--- src/rtl/rice_stream_writer.sv ---
// Rice residual serialiser: emits a Rice parameter nibble per partition, then for each sample
// the unary quotient, a terminating '1', and the low `param` bits of the remainder.
module rice_stream_writer #(
    parameter int DATA_W  = 16,
    parameter int PARAM_W = 4
) (
    input  logic               iClock,
    input  logic               iReset_n,
    input  logic               iStart,
    input  logic [DATA_W-1:0]  iBlockSize,
    input  logic [3:0]         iPredictorOrder,
    input  logic [3:0]         iPartitionOrder,
    input  logic               iValid,
    input  logic [DATA_W-1:0]  iMSB,
    input  logic [DATA_W-1:0]  iLSB,
    input  logic [PARAM_W-1:0] iRiceParam,
    output logic               oReady,
    input  logic               iEnable,
    output logic               oData,
    output logic               oValid,
    output logic               oDone
);

    typedef enum logic [2:0] {
        S_IDLE, S_WAIT, S_PARAM, S_UNARY, S_STOP, S_REM, S_DONE
    } state_t;

    state_t              r_state, w_next_state;
    logic [DATA_W-1:0]   r_block_size;
    logic [3:0]          r_order;
    logic [DATA_W-1:0]   r_part_n;
    logic [DATA_W-1:0]   r_sample_cnt;
    logic [DATA_W-1:0]   r_part_cnt;
    logic                r_first_in_part;
    logic                r_done;
    logic [DATA_W-1:0]   r_msb;
    logic [DATA_W-1:0]   r_lsb;
    logic [PARAM_W-1:0]  r_param;
    logic [PARAM_W-1:0]  r_bit_idx;

    logic                w_eos;
    logic                w_sample_last;
    logic                w_part_last;
    logic [DATA_W-1:0]   w_last_part;
    logic [DATA_W-1:0]   w_first_n;

    assign w_last_part   = (DATA_W'(1) << r_order) - DATA_W'(1);
    assign w_first_n     = (iBlockSize >> iPartitionOrder) - DATA_W'(iPredictorOrder);
    assign w_sample_last = (r_sample_cnt == r_part_n - DATA_W'(1));
    assign w_part_last   = (r_part_cnt == w_last_part);
    assign oDone         = r_done;

    always_ff @(posedge iClock or negedge iReset_n) begin
        if (!iReset_n) begin
            r_state <= S_IDLE;
        end else begin
            r_state <= w_next_state;
        end
    end

    always_comb begin
        // NOTE: every output of this block gets a default first so no path can infer a latch.
        w_next_state = r_state;
        oReady       = 1'b0;
        oValid       = 1'b0;
        oData        = 1'b0;
        w_eos        = 1'b0;
        case (r_state)
            S_WAIT: begin
                oReady = 1'b1;
                if (iValid) begin
                    if (r_first_in_part) w_next_state = S_PARAM;
                    else if (iMSB != '0) w_next_state = S_UNARY;
                    else                 w_next_state = S_STOP;
                end
            end
            S_PARAM: begin
                oValid = 1'b1;
                oData  = r_param[r_bit_idx];
                if (iEnable && r_bit_idx == '0)
                    w_next_state = (r_msb != '0) ? S_UNARY : S_STOP;
            end
            S_UNARY: begin
                oValid = 1'b1;
                if (iEnable && r_msb == DATA_W'(1)) w_next_state = S_STOP;
            end
            S_STOP: begin
                oValid = 1'b1;
                oData  = 1'b1;
                if (iEnable) begin
                    if (r_param != '0) w_next_state = S_REM;
                    else               w_eos = 1'b1;
                end
            end
            S_REM: begin
                oValid = 1'b1;
                oData  = r_lsb[r_bit_idx];
                if (iEnable && r_bit_idx == '0) w_eos = 1'b1;
            end
            default: ;
        endcase
        if (w_eos) w_next_state = (w_sample_last && w_part_last) ? S_DONE : S_WAIT;
        // A restart wins over any consume happening on the same edge.
        if (iStart) w_next_state = S_WAIT;
    end

    always_ff @(posedge iClock or negedge iReset_n) begin
        if (!iReset_n) begin
            r_block_size    <= '0;
            r_order         <= '0;
            r_part_n        <= '0;
            r_sample_cnt    <= '0;
            r_part_cnt      <= '0;
            r_first_in_part <= 1'b0;
            r_done          <= 1'b0;
            r_msb           <= '0;
            r_lsb           <= '0;
            r_param         <= '0;
            r_bit_idx       <= '0;
        end else if (iStart) begin
            r_block_size    <= iBlockSize;
            r_order         <= iPartitionOrder;
            r_part_n        <= w_first_n;
            r_sample_cnt    <= '0;
            r_part_cnt      <= '0;
            r_first_in_part <= 1'b1;
            r_done          <= 1'b0;
        end else begin
            case (r_state)
                S_WAIT: if (iValid) begin
                    r_msb     <= iMSB;
                    r_lsb     <= iLSB;
                    r_bit_idx <= PARAM_W'(PARAM_W - 1);
                    if (r_first_in_part) r_param <= iRiceParam;
                end
                S_PARAM: if (iEnable) begin
                    if (r_bit_idx == '0) r_first_in_part <= 1'b0;
                    else                 r_bit_idx <= r_bit_idx - PARAM_W'(1);
                end
                S_UNARY: if (iEnable) r_msb <= r_msb - DATA_W'(1);
                S_STOP:  if (iEnable) r_bit_idx <= r_param - PARAM_W'(1);
                S_REM:   if (iEnable) r_bit_idx <= r_bit_idx - PARAM_W'(1);
                default: ;
            endcase
            if (w_eos) begin
                if (!w_sample_last) begin
                    r_sample_cnt <= r_sample_cnt + DATA_W'(1);
                end else if (!w_part_last) begin
                    r_part_cnt      <= r_part_cnt + DATA_W'(1);
                    r_sample_cnt    <= '0;
                    r_part_n        <= r_block_size >> r_order;
                    r_first_in_part <= 1'b1;
                end else begin
                    r_done <= 1'b1;
                end
            end
        end
    end

endmodule

--- config.mk ---
export PLATFORM = sky130hd
export DESIGN_NAME = rice_stream_writer
export DESIGN_NICKNAME = d
export VERILOG_FILES = /design/src/rtl/rice_stream_writer.sv
export SDC_FILE = /design/constraint.sdc
export NUM_CORES = 1
export LEC_CHECK = 0
export CAP_MARGIN = 40
export CORE_ASPECT_RATIO = 0.7
export CORE_MARGIN = 1
export CORE_UTILIZATION = 30
export CTS_CLUSTER_DIAMETER = 120
export DETAILED_ROUTE_END_ITERATION = 16
export GPL_ROUTABILITY_DRIVEN = 0
export GPL_TIMING_DRIVEN = 0
export MAX_ROUTING_LAYER = met4
export PLACE_DENSITY_LB_ADDON = 0.2
export RECOVER_POWER = 100
export SLEW_MARGIN = 25
export SYNTH_ARGS = -nofsm -noshare
export SYNTH_HDL_FRONTEND = slang
export SYNTH_SLANG_ARGS = --single-unit
--- constraint.sdc ---
create_clock -name iClock -period 4.55 [get_ports iClock]
set_input_delay 1.365 -clock iClock [delete_from_list [all_inputs] [get_ports iClock]]
set_output_delay 1.365 -clock iClock [all_outputs]
set_load 0.03 [all_outputs]
# [Yosys cells after proc, flatten, opt, wreduce, memory -nomap -nowiden]
# Cells that the tools add are included.
[totals] reg_bits=113 latch_bits=0 ramBits=0 rom_bits=0 inputBits=65 out_inout_bits=4 wordCells=124 n_memories=0
[op_classes] n_addsub=8 multipliers=0 div=0 order_cmp=2 eq_ne=21 shifts=3 mux=55 n_bitwise=1 reduce_logical=22
[ops] op="$mux 16" n=14
[ops] op="$mux 3" n=11
[ops] op="$add 16x1->16 const B" n=2
[ops] op="$eq 16x16->1" n=2
[ops] op="$pmux 16 s2" n=1
[ops] op="$reduce_bool 16->1" n=2
[ops] op="$shr 16x4->16" n=2
[ops] op="$sub 16x1->16 const B" n=2
[ops] op="$mux 4" n=5
[ops] op="$ne 4x4->1 const B" n=5
[ops] op="$mux 1" n=18
[ops] op="$eq 16x1->1 const B" n=1
[ops] op="$pmux 4 s4" n=1
[ops] op="$shl 1x4->16 const A" n=1
[ops] op="$sub 16x2->16 const B" n=1
[ops] op="$sub 16x4->16" n=1
[ops] op="$ne 2x2->1 const B" n=7
[ops] op="$pmux 3 s4" n=1
[ops] op="$reduce_and 3->1" n=3
[ops] op="$reduce_and 4->1" n=2
[ops] op="$reduce_bool 2->1" n=4
[ops] op="$reduce_bool 4->1" n=2
[ops] op="$sub 4x1->4 const B" n=2
[ops] op="$reduce_and 7->1" n=1
[ops] op="other kinds (17)" n=21

# [Logic depth before layout (Yosys ltp)]
[depth] depth_word=8 ltp_mapped=17 depth_no_buf=15

# [Least setup slack after synthesis]
# Ideal clock, no wire load.
[synth_path] kind="in2reg" from="in iPartitionOrder[0]" to="reg r_part_n[11]" setup_time_ns=0.079 arrival_time_ns=4.864 required_ns=4.471 slack_ns=-0.394 stages=16 path_buffers=2 cell_sequence="clkbuf_1 buf_1 mux4_2 nor2_1 a21oi_1 o21ai_0 inv_1 ha_1 nor2b_1 o21ai_0 a21boi_0 nor4_1 and3_1 o21ai_0 xor2_1 mux2i_1"
[synth_via] elab_chain_len=3
[synth_rtl] element="start, declared" line="12" source="input logic [3:0] iPartitionOrder,"
[synth_rtl] element="$shr 16x4->16" line="48" source="assign w_first_n = (iBlockSize >> iPartitionOrder) - DATA_W'(iPredictorOrder);"
[synth_rtl] element="$sub 16x4->16" line="48"
[synth_rtl] element="$mux 16" line="120" source="end else if (iStart) begin"
[synth_rtl] element="end signal, assigned" line="123" source="r_part_n <= w_first_n;"
[synth_rtl] element="end signal, assigned" line="151" source="r_part_n <= r_block_size >> r_order;"
[synth_rtl] element="end, declared" line="31" source="logic [DATA_W-1:0] r_part_n;"
# No other way between the ends.
# A chain may end at the register's enable or synchronous reset.

# [Worst setup path after layout]
[layout_path] from="reg r_bit_idx[0]" to="out oData"
[layout_via] elab_chain_len=3 word_cells_on_any_way=5 classes_between="5 x mux"
[layout_rtl] element="start, declared" line="39" source="logic [PARAM_W-1:0] r_bit_idx;"
[layout_rtl] element="start signal, assigned" line="133" source="r_bit_idx <= PARAM_W'(PARAM_W - 1);"
[layout_rtl] element="start signal, assigned" line="138" source="else r_bit_idx <= r_bit_idx - PARAM_W'(1);"
[layout_rtl] element="start signal, assigned" line="141" source="S_STOP: if (iEnable) r_bit_idx <= r_param - PARAM_W'(1);"
[layout_rtl] element="$bmux 1 s4 or $bmux 1 s2 (tied branches)" line="97, 79"
[layout_rtl] element="$mux 1 (on tied branches)" line="97, 79"
[layout_rtl] element="$pmux 1 s3 (*)" line="68" source="case (r_state)"
[layout_rtl] element="end, declared" line="19" source="output logic oData,"
# Every way passes the cells marked *; elsewhere a longest branch is shown, timed or not. The select of a mux whose other input is x is not followed.

==> flow_summary.ini <==
[die]
die_area_um2 = 29700
die_w_um = 206
ioPinCount = 69
num_rows = 51
fp.coreArea_um2 = 28100
start_util_pct = 31.0
die_y_um = 145

[clock_tree]
clk_pin_slew_ns = 0.06
clockBufferDepth = 2
insertion_delay_ns = 0.42
root_buffer = clkbuf_16
cts_tree = done
htree_levels = 4
cts_sinks = 113
cts_made_buffers = 17
postCtsHoldBufs = 0

[global_route]
grt_util_all_layers_pct = 18.9
grt_pass1_wl_mm = 42.8
overflow = 0
grt_max_degree = 70
antenna_found_initial = 0
grt_pass1_vias = 7544

[power]
internal_power_mw = 2.70
p_sw_share_pct = 38.0
p_leak_nw = 4.10
ir_worst_vdd_uv = 241
power.switching_mw = 1.66
p_per_area_nw_per_um2 = 412
clkPwrFrac_pct = 29.7
p_comb_share_pct = 36.9
p_seq_share_pct = 33.4
total_power_mw = 4.37

[routing]
wire_per_inst_um = 18.1
ant_nets = 0
vias = 8049
vias_per_cell = 5.48
drt_wl_total_mm = 26.6
drt_pass1_iterations = 5
drc_errors = 0
drtIter0Drc = 604

[sta]
worst_slack_ns = 0.193
finClkSkew_ns = 0.0141
post-route-period-util_pct = 95.8
setup_viol = 0
max_slew_margin_pct = -82.5
rsz0062_at_grt = no
tightest_slew_ns = 2.74
period_minus_slack_ns = 4.36
fmax_mhz = 229
final-hold-violation-count = 0
slew_viol_final = 45

[run_status]
violations = capacitance limit, slew limit
status = finished, violations left

[layout]
synthToLayoutAreaGrowth_pct = 21.6
layout_common_cells = dfrtp_1 (113), nand2_1 (80), nor2_1 (79)
final_area_um2 = 10600
final_common_cell = dfrtp_1
n_fill_cell = 2850
drive_gt1_share_pct = 14.6
fin_util_pct = 37.7
nets = 1162
diodes = 0

[job]
maxCapViolations = 1

[placement]
dp_hpwl_mm = 19.9
port_buffers = 65
pre_cts_ws_ns = -0.972
place_area_um2 = 9880

[min_path]
hold_depth = 2
hp-class = flop to flop

[setup_path]
start_kind = flop
worstSetupPathType = flop to output port
cp.arrival_ns = 2.99
end_kind = output port
crit_fanout = 8
r2r_cells = 15
cp.required_ns = 3.18

[synth]
syn_inst = 996
ys.flop_type = dfrtp_1
yosysSeqAreaShare_pct = 32.5
synth_fp_nets = 1073
yosysWarnings = 0
synth_area_um2 = 8710
ys_types = 76
synth-edff-count = 0
ys_ff_latch = 113
syn_avg_cell_area_um2 = 8.75
async_flop_share_pct = 100
flip-flops by register name, summed over array words and instances, names as in the netlist:
signal           cells
r_msb               16
r_param              4
r_lsb               16
r_state              3
oDone                1
r_block_size        16
r_order              4
r_sample_cnt        16
r_part_cnt          16
r_bit_idx            4
r_part_n            16
r_first_in_part      1
power by group through the flow:
stage / Clock [mW] / Sequential, mW / Combinational [mW]
floorplan: 0 / 1.39 / 1.17
global placement: 0 / 1.46 / 1.57
detailed placement: 0 / 1.46 / 1.59
CTS: 1.32 / 1.45 / 1.61
global route: 1.37 / 1.50 / 1.78
finish: 1.30 / 1.46 / 1.61
critical path, cell delays in order (launching register included):
cell and delay (ns):
dfrtp_1 0.60, mux4_2 0.58, mux4_2 0.50, nor2b_1 0.12, o21ai_0 0.10, dlygate4sd3_1 0.69
logic make-up (layout without fill, tap and decap cells):
family	count (synthesis)	in the layout	share of synthesized area (%)
AOI/OAI and AO/OA	258	258	18.8
xor gates and xnor gates	39	39	3.92
adders and majority gates	12	12	1.81
buffers and inverters	97	199	4.31
DFF	113	113	32.5
muxes	124	124	17.3
and+or+nand+nor	353	353	21.3
synth_stat cells (4+ instances only):
master | n | area [um2]
xnor2_1 | 29 | 254
nor3b_1 | 7 | 52.6
ha_1 | 11 | 138
or3_1 | 16 | 100
or2_2 | 4 | 25.0
a22oi_1 | 9 | 67.6
nor4_1 | 16 | 100
nor2_1 | 79 | 297
or4_1 | 10 | 75.1
nor3_1 | 29 | 145
and2_1 | 13 | 81.3
o22ai_1 | 19 | 119
a21boi_0 | 4 | 30.0
a21oi_1 | 72 | 360
nand3_1 | 25 | 125
a21o_1 | 12 | 90.1
o211ai_1 | 4 | 30.0
nand3b_1 | 4 | 30.0
mux4_2 | 16 | 360
o21ai_0 | 70 | 350
a31oi_1 | 7 | 43.8
inv_1 | 29 | 109
nand2_1 | 80 | 300
mux2i_1 | 54 | 541
and3_1 | 15 | 93.8
dfrtp_1 | 113 | 2830
buf_1 | 10 | 37.5
nor2b_1 | 12 | 75.1
o32ai_1 | 4 | 35.0
a32oi_1 | 5 | 43.8
nand4_1 | 12 | 75.1
xor2_1 | 10 | 87.6
mux2_2 | 54 | 608
clkbuf_1 | 50 | 188
a211oi_1 | 14 | 105
a311oi_1 | 6 | 52.6
nand2b_1 | 14 | 87.6
metrics by stage:
step           setup TNS [ns]  hold slack [ns]  cells
2_1_floorplan               0            0.450    996
3_3_place_gp          -364.78            0.484   1432
3_5_place_dp           -31.03            0.487   1434
4_1_cts                     0            0.502   1467
5_1_grt                     0            0.522   1469
6_report                    0            0.495   1469
final cells by class:
| cell class | count | area (um2) | share of cell area, % |
|---|---|---|---|
| Buffer | 62 | 287 | 2.70 |
| Clock buffer | 17 | 425 | 4.01 |
| Clock inverter | 15 | 136 | 1.29 |
| Inverter | 33 | 125 | 1.18 |
| Multi-Input combinational cell | 786 | 5610 | 52.9 |
| Sequential cell | 113 | 2830 | 26.7 |
| Tap cell | 371 | 464 | 4.38 |
| Timing Repair Buffer | 72 | 726 | 6.85 |
worst paths after layout:
check                                    startpoint                     endpoint  slack (ns)
min reg2reg                   r_msb[14]$_DFFE_PN0P_        r_msb[14]$_DFFE_PN0P_        0.50
max                        r_bit_idx[0]$_DFFE_PN0P_                        oData        0.19
min                           r_msb[14]$_DFFE_PN0P_        r_msb[14]$_DFFE_PN0P_        0.50
max reg2reg                  r_order[0]$_DFFE_PN0P_     r_part_n[15]$_DFFE_PN0P_        0.22
max in group asynchronous                  iReset_n  r_sample_cnt[1]$_DFFE_PN0P_        1.16
min in group asynchronous                  iReset_n         r_msb[4]$_DFFE_PN0P_        1.81
per-layer routing:
metal  global-route usage [%]  wire [um]  vias to the layer above
met1                     30.0      14500                     3972
li1                         -          -                     3881
met3                     3.45       1370                        7
met4                     3.39        136                        0
met2                     24.1      10600                      189
met5                        -          0                        -
what timing repair did:
item | 4_1_cts | 5_1_grt
resized for setup | 22 | 20
pin swaps | 1 | 4
endpoints found under the setup margin | 53 | 41
hold endpoints to repair | 0 | 0
setup buffers | 1 | 4
(Power assumes the default switching activity.)
